===== config.mk =====
export PLATFORM = sky130hd
export DESIGN_NAME = head_lookup_arbiter
export DESIGN_NICKNAME = d
export VERILOG_FILES = /design/src/rtl/head_lookup_arbiter.sv
export SDC_FILE = /design/constraint.sdc
export NUM_CORES = 1
export LEC_CHECK = 0
export BUFFER_PORTS_ARGS = -buffer_cell sky130_fd_sc_hd__buf_2
export CORE_ASPECT_RATIO = 1.2
export CORE_UTILIZATION = 35
export DETAILED_ROUTE_END_ITERATION = 6
export MAX_ROUTING_LAYER = met4
export PLACE_DENSITY = 0.6
export SYNTH_ARGS = -nofsm -noshare
export SYNTH_HDL_FRONTEND = slang
export SYNTH_SLANG_ARGS = --single-unit

===== constraint.sdc =====
create_clock -name clk -period 3.5 [get_ports clk]
set_input_delay 0.7 -clock clk [delete_from_list [all_inputs] [get_ports clk]]
set_output_delay 0.7 -clock clk [all_outputs]
set_load 0.05 [all_outputs]

===== src/rtl/head_lookup_arbiter.sv =====
// Arbitrates NUM_REQ requesters onto the single header-buffer lookup port and routes returns by tag.
// Define HEAD_ARB_RR_EN for round-robin selection; default is fixed priority (lowest index wins).
module head_lookup_arbiter #(
    parameter int NUM_REQ   = 4,
    parameter int ISSUE_GAP = 2,
    parameter int TAG_DEPTH = 4
) (
    input  logic                    clk,
    input  logic                    reset,
    input  logic [NUM_REQ-1:0]      req_valid,
    input  logic [20*NUM_REQ-1:0]   req_addr,
    output logic [NUM_REQ-1:0]      req_ready,
    output logic [19:0]             addr_out,
    output logic                    addr_out_valid,
    input  logic [44:0]             type_in,
    input  logic                    type_in_valid,
    output logic [NUM_REQ-1:0]      resp_valid,
    output logic [44:0]             resp_data,
    output logic                    busy,
    output logic                    err_orphan
);

    localparam int TAG_W = $clog2(NUM_REQ);
    localparam int PTR_W = $clog2(TAG_DEPTH);
    localparam int GAP_W = (ISSUE_GAP > 1) ? $clog2(ISSUE_GAP) : 1;
    localparam logic [GAP_W-1:0] GAP_LOAD = GAP_W'(ISSUE_GAP - 1);

    logic [TAG_W-1:0] tag_mem [TAG_DEPTH];
    logic [PTR_W-1:0] wr_ptr, rd_ptr;
    logic [PTR_W:0]   count;
    logic [GAP_W-1:0] gap_cnt;
    logic             full, eligible, found, accept, pop;
    logic [TAG_W-1:0] win;

    assign full     = (count == (PTR_W+1)'(TAG_DEPTH));
    // req_ready must stay low while reset is held, so reset gates eligibility directly
    assign eligible = reset && (gap_cnt == '0) && !full;
    assign accept   = eligible && found;
    assign pop      = type_in_valid && (count != '0);
    assign busy     = (count != '0);

`ifdef HEAD_ARB_RR_EN
    logic [TAG_W-1:0] rr_ptr;

    always_comb begin
        found = 1'b0;
        win   = '0;
        for (int k = 1; k <= NUM_REQ; k++) begin
            if (!found && req_valid[(int'(rr_ptr) + k) % NUM_REQ]) begin
                found = 1'b1;
                win   = TAG_W'((int'(rr_ptr) + k) % NUM_REQ);
            end
        end
    end

    always_ff @(posedge clk or negedge reset) begin
        if (!reset)
            rr_ptr <= TAG_W'(NUM_REQ - 1);
        else if (accept)
            rr_ptr <= win;
    end
`else
    always_comb begin
        found = 1'b0;
        win   = '0;
        for (int i = NUM_REQ - 1; i >= 0; i--) begin
            if (req_valid[i]) begin
                found = 1'b1;
                win   = TAG_W'(i);
            end
        end
    end
`endif

    assign req_ready = accept ? (NUM_REQ'(1) << win) : '0;

    // Tag storage needs no reset: entries are only read behind a valid count
    always_ff @(posedge clk) begin
        if (accept)
            tag_mem[wr_ptr] <= win;
    end

    always_ff @(posedge clk or negedge reset) begin
        if (!reset) begin
            addr_out       <= '0;
            addr_out_valid <= 1'b0;
            resp_valid     <= '0;
            resp_data      <= '0;
            err_orphan     <= 1'b0;
            gap_cnt        <= '0;
            wr_ptr         <= '0;
            rd_ptr         <= '0;
            count          <= '0;
        end else begin
            addr_out_valid <= accept;
            if (accept) begin
                addr_out <= req_addr[20*int'(win) +: 20];
                wr_ptr   <= wr_ptr + 1'b1;
                gap_cnt  <= GAP_LOAD;
            end else if (gap_cnt != '0) begin
                gap_cnt  <= gap_cnt - 1'b1;
            end

            resp_valid <= pop ? (NUM_REQ'(1) << tag_mem[rd_ptr]) : '0;
            if (type_in_valid)
                resp_data <= type_in;
            if (pop)
                rd_ptr <= rd_ptr + 1'b1;
            if (type_in_valid && (count == '0))
                err_orphan <= 1'b1;

            count <= count + (PTR_W+1)'(accept) - (PTR_W+1)'(pop);
        end
    end

endmodule


==> parameters.txt <==
Parameter                              Value

Global routing
  Global Route Usage Sum    17.6%
  Number of antenna violations at the first check in global routing    0
  Wire length of the first global-routing pass    17.7 mm
  GRT Residual Overflow    0
  Vias in the first global route    3541
  Pin count of the biggest net entering global routing    79

Route
  Via count of the routed design    about 3600
  Post-detailed-route wirelength per cell    around 15 µm
  DRC    0
  Final wirelength    around 11 mm
  Number of antenna-violating nets in the routed design    0
  Vias per cell    ~4.8
  Drt initial violations    114
  Number of optimization iterations in the first detailed-route pass    4

Power
  Leakage power summed over all cells    about 0.0029 µW
  Total design power    ~4100 µW
  Power per cell area    around 700 nW/µm²
  Peak supply drop    ~0.34 mV

Place
  Placer's final routability congestion estimate    a little over 0.8
  Worst slack, placed    roughly 0.58 ns
  Detailed placer's ending HPWL    8.59 mm
  Total of buffers placed on input and output ports    207

STA
  Worst path setup slack after routing    between 0.8 and 0.9 ns
  Count of final hold-check violations    0
  Measured slew at the worst slew-check pin    between 0.9 and 1 ns
  Final Slew Violations    0
  Maximum achievable frequency    371 MHz
  Max-slew headroom at the worst pin    about a third
  Worst Clk Skew    just over 0.006 ns
  Final critical-path share of the clock period    77.0%
  Tmin final    between 2 and 3 ns
  Unrepaired setup endpoints after global routing    no
  Total of endpoints with negative setup slack in the final report    0
  Worst hold-check slack    approximately 0.48 ns
  Setup TNS Final    0 ns

Worst setup path
  Reg2reg path depth    9
  Type of the worst setup path    in2out
  Worst flop-to-flop path startpoint    count[0]
  Crit Reg-Reg Endpoint    count[2]
  Series of cell instances along the critical path    buf_4 -> nor2b_1 -> buf_4 -> and3_1 -> buf_2
  Most common cell type on the critical path    sky130_fd_sc_hd__buf_4
  Largest stage delay, worst path    around 0.43 ns
  Startpoint class of the critical path    primary input
  Arrival time reported for the critical path endpoint    1.99 ns
  Max FO, Critical Path    16
  Nature of the critical path endpoint    primary output
  Worst reg-to-reg setup slack    between 0.9 and 1 ns
  Crit path max-delay cell type    sky130_fd_sc_hd__nor2b_1
  Critical Path RT    2.80 ns

Worst hold path
  Endpoint, Worst Hold    err_orphan
  Worst hold-check path type    reg2reg
  Startpoint of the most critical hold path    err_orphan
  Worst Hold Depth    1

Clock tree
  Number of buffers created by CTS    9
  Clock latency at the later pin of the worst-skew pair    about 0.34 ns
  Number of clock sinks seen by CTS    86
  CTS root buffer    sky130_fd_sc_hd__clkbuf_16
  CTS HTree Levels    3
  Max clock buf depth    2
  Clock-pin slew on the worst setup and hold paths    ~0.06 ns
  Hold buffer count at cts    0
  TritonCTS clock tree    built
  Resized cells post-CTS    0
  Buffers inserted during post-CTS setup optimization    0

Die
  Area of the die    approximately 13000 µm²
  Area of the core    roughly 12000 µm²
  Die Height    about 120 µm
  I/O pin cnt    around 210
  Die Width    approximately 100 µm
  Number of placement rows    44
  Effective utilization at floorplan    36.2%

Synth
  Number of warnings reported in the yosys synthesis log    0
  Synthesized instance count    ~400
  Synth cell types    31
  Cell area after synthesis    4400 µm²
  Register bit total from synthesis    between 80 and 90
  Syn nets    about 540
  Avg Synthesized Cell Area    11.1 µm²
  Part of the Yosys area used for sequential elements    between 40 and 50%

Finish
  Antenna cell count    0
  Utilization after layout    between 40 and 50%
  Syn-to-layout area delta    33.6%
  Final-stage net count    729
  Fraction of layout instances using a drive strength above 1    roughly 47%

Run status
  Status    completed

Run
  Number of maximum-capacitance violations    0
## stage by stage
stage               instances  area (µm²)
detailed placement        740        5550
finish                    756        5880
CTS                       756        5880
global placement          740        5550
floorplan                 398        4400
global route              756        5880
## worst max-delay path, delay by kind of cell
family | cells | cell delay [ns]
simple gates | 2 | 0.63
buf+inv | 3 | 0.66
## kinds of logic (layout without fill, tap and decap cells)
| group | count (synthesis) | in the layout | synth area share [%] |
|---|---|---|---|
| xor+xnor | 5 | 5 | 0.995 |
| flops | 86 | 86 | 49.8 |
| mux | 48 | 48 | 12.9 |
| simple gates | 86 | 86 | 13.6 |
| buf+inv | 64 | 261 | 6.14 |
| fa+ha+maj | 7 | 7 | 2.16 |
| compound gates | 102 | 102 | 14.5 |
## worst max path at each step
stage                       from  cells past startpoint  slack, ns           end
finish                     reset                      5       0.81  req_ready[0]
global route               reset                      5       0.70  req_ready[0]
CTS                     count[0]                      4       0.82  req_ready[1]
detailed placement  req_valid[1]                     10       0.58      count[2]
global placement    req_valid[1]                     10       0.63      count[2]
floorplan           req_valid[2]                      3       0.22  req_ready[2]
## per-layer routing
layer	GRT usage (%)	share of wire (%)	vias to the layer above	routed length, µm
met3	4.60	7.8	12	855
met5	-	0	-	0
li1	-	-	1808	-
met1	21.6	44	1616	4870
met2	28.3	47	186	5140
met4	5.63	1.4	0	154
## synthesized netlist by cell type
| cell | instances | area [µm²] |
|---|---|---|
| sky130_fd_sc_hd__a21oi_1 | 21 | 105 |
| sky130_fd_sc_hd__a22o_1 | 20 | 175 |
| sky130_fd_sc_hd__a31oi_1 | 40 | 250 |
| sky130_fd_sc_hd__and2_1 | 4 | 25.0 |
| sky130_fd_sc_hd__and3_1 | 3 | 18.8 |
| sky130_fd_sc_hd__and3b_1 | 20 | 175 |
| sky130_fd_sc_hd__buf_1 | 4 | 15.0 |
| sky130_fd_sc_hd__buf_6 | 4 | 45.0 |
| sky130_fd_sc_hd__clkbuf_1 | 27 | 101 |
| sky130_fd_sc_hd__dfrtp_1 | 78 | 1950 |
| sky130_fd_sc_hd__edfxtp_1 | 8 | 240 |
| sky130_fd_sc_hd__fa_1 | 1 | 20.0 |
| sky130_fd_sc_hd__ha_1 | 6 | 75.1 |
| sky130_fd_sc_hd__inv_1 | 29 | 109 |
| sky130_fd_sc_hd__mux2_2 | 45 | 507 |
| sky130_fd_sc_hd__mux2_4 | 1 | 15.0 |
| sky130_fd_sc_hd__mux4_2 | 2 | 45.0 |
| sky130_fd_sc_hd__nand2_1 | 5 | 18.8 |
| sky130_fd_sc_hd__nand3b_1 | 20 | 150 |
| sky130_fd_sc_hd__nor2_1 | 4 | 15.0 |
| sky130_fd_sc_hd__nor2b_1 | 21 | 131 |
| sky130_fd_sc_hd__nor3_1 | 3 | 15.0 |
| sky130_fd_sc_hd__nor3b_1 | 2 | 15.0 |
| sky130_fd_sc_hd__nor4_1 | 1 | 6.26 |
| sky130_fd_sc_hd__o21ai_0 | 20 | 100 |
| sky130_fd_sc_hd__o21bai_1 | 1 | 7.51 |
| sky130_fd_sc_hd__or3_1 | 1 | 6.26 |
| sky130_fd_sc_hd__or3b_2 | 1 | 8.76 |
| sky130_fd_sc_hd__or4_4 | 1 | 11.3 |
| sky130_fd_sc_hd__xnor2_1 | 4 | 35.0 |
| sky130_fd_sc_hd__xor2_1 | 1 | 8.76 |
## sequential cells by signal, summed over array words and instances (netlist names)
name and cells:
err_orphan 1, rd_ptr 2, tag_mem 8, wr_ptr 2, count 3, addr_out_valid 1
addr_out 20, resp_data 45, resp_valid 4
## cell usage in the layout, fill, tap and decap left out
| master | Yosys | routed |
|---|---|---|
| sky130_fd_sc_hd__a21oi_1 | 21 | 21 |
| sky130_fd_sc_hd__a22o_1 | 20 | 20 |
| sky130_fd_sc_hd__a31oi_1 | 40 | 40 |
| sky130_fd_sc_hd__and2_1 | 4 | 4 |
| sky130_fd_sc_hd__and3_1 | 3 | 3 |
| sky130_fd_sc_hd__and3b_1 | 20 | 20 |
| sky130_fd_sc_hd__buf_2 | 0 | 206 |
| sky130_fd_sc_hd__buf_4 | 0 | 10 |
| sky130_fd_sc_hd__bufinv_16 | 0 | 2 |
| sky130_fd_sc_hd__clkbuf_16 | 0 | 9 |
| sky130_fd_sc_hd__clkbuf_8 | 0 | 2 |
| sky130_fd_sc_hd__clkinv_2 | 0 | 1 |
| sky130_fd_sc_hd__clkinv_4 | 0 | 1 |
| sky130_fd_sc_hd__clkinvlp_4 | 0 | 1 |
| sky130_fd_sc_hd__dfrtp_1 | 78 | 78 |
| sky130_fd_sc_hd__edfxtp_1 | 8 | 8 |
| sky130_fd_sc_hd__fa_1 | 1 | 1 |
| sky130_fd_sc_hd__ha_1 | 6 | 6 |
| sky130_fd_sc_hd__inv_1 | 29 | 29 |
| sky130_fd_sc_hd__mux2_2 | 45 | 45 |
| sky130_fd_sc_hd__mux2_4 | 1 | 1 |
| sky130_fd_sc_hd__mux4_2 | 2 | 2 |
| sky130_fd_sc_hd__nand2_1 | 5 | 5 |
| sky130_fd_sc_hd__nand3b_1 | 20 | 20 |
| sky130_fd_sc_hd__nor2_1 | 4 | 4 |
| sky130_fd_sc_hd__nor2b_1 | 21 | 21 |
| sky130_fd_sc_hd__nor3_1 | 3 | 3 |
| sky130_fd_sc_hd__nor3b_1 | 2 | 2 |
| sky130_fd_sc_hd__nor4_1 | 1 | 1 |
| sky130_fd_sc_hd__o21ai_0 | 20 | 20 |
| sky130_fd_sc_hd__o21bai_1 | 1 | 1 |
| sky130_fd_sc_hd__or3_1 | 1 | 1 |
| sky130_fd_sc_hd__or3b_2 | 1 | 1 |
| sky130_fd_sc_hd__or4_4 | 1 | 1 |
| sky130_fd_sc_hd__xnor2_1 | 4 | 4 |
| sky130_fd_sc_hd__xor2_1 | 1 | 1 |
## where the power goes
group	internal (µW)	switching (µW)	total (µW)	leakage [µW]
Clock	664	378	1040	0.000162
Sequential	1260	170	1430	0.000975
Combinational	491	1180	1670	0.00174
Total	2420	1730	4150	0.00287
## final cells by class
class | count | area [µm²]
clock buffers | 11 | 253
clock inverters | 5 | 81.3
flip-flops and latches | 86 | 2190
fillers | 1177 | 6280
inverters | 29 | 109
repair buffers | 216 | 1110
well taps | 161 | 201
multi-input cells | 248 | 1940
Power figures use the tool's default switching activity.
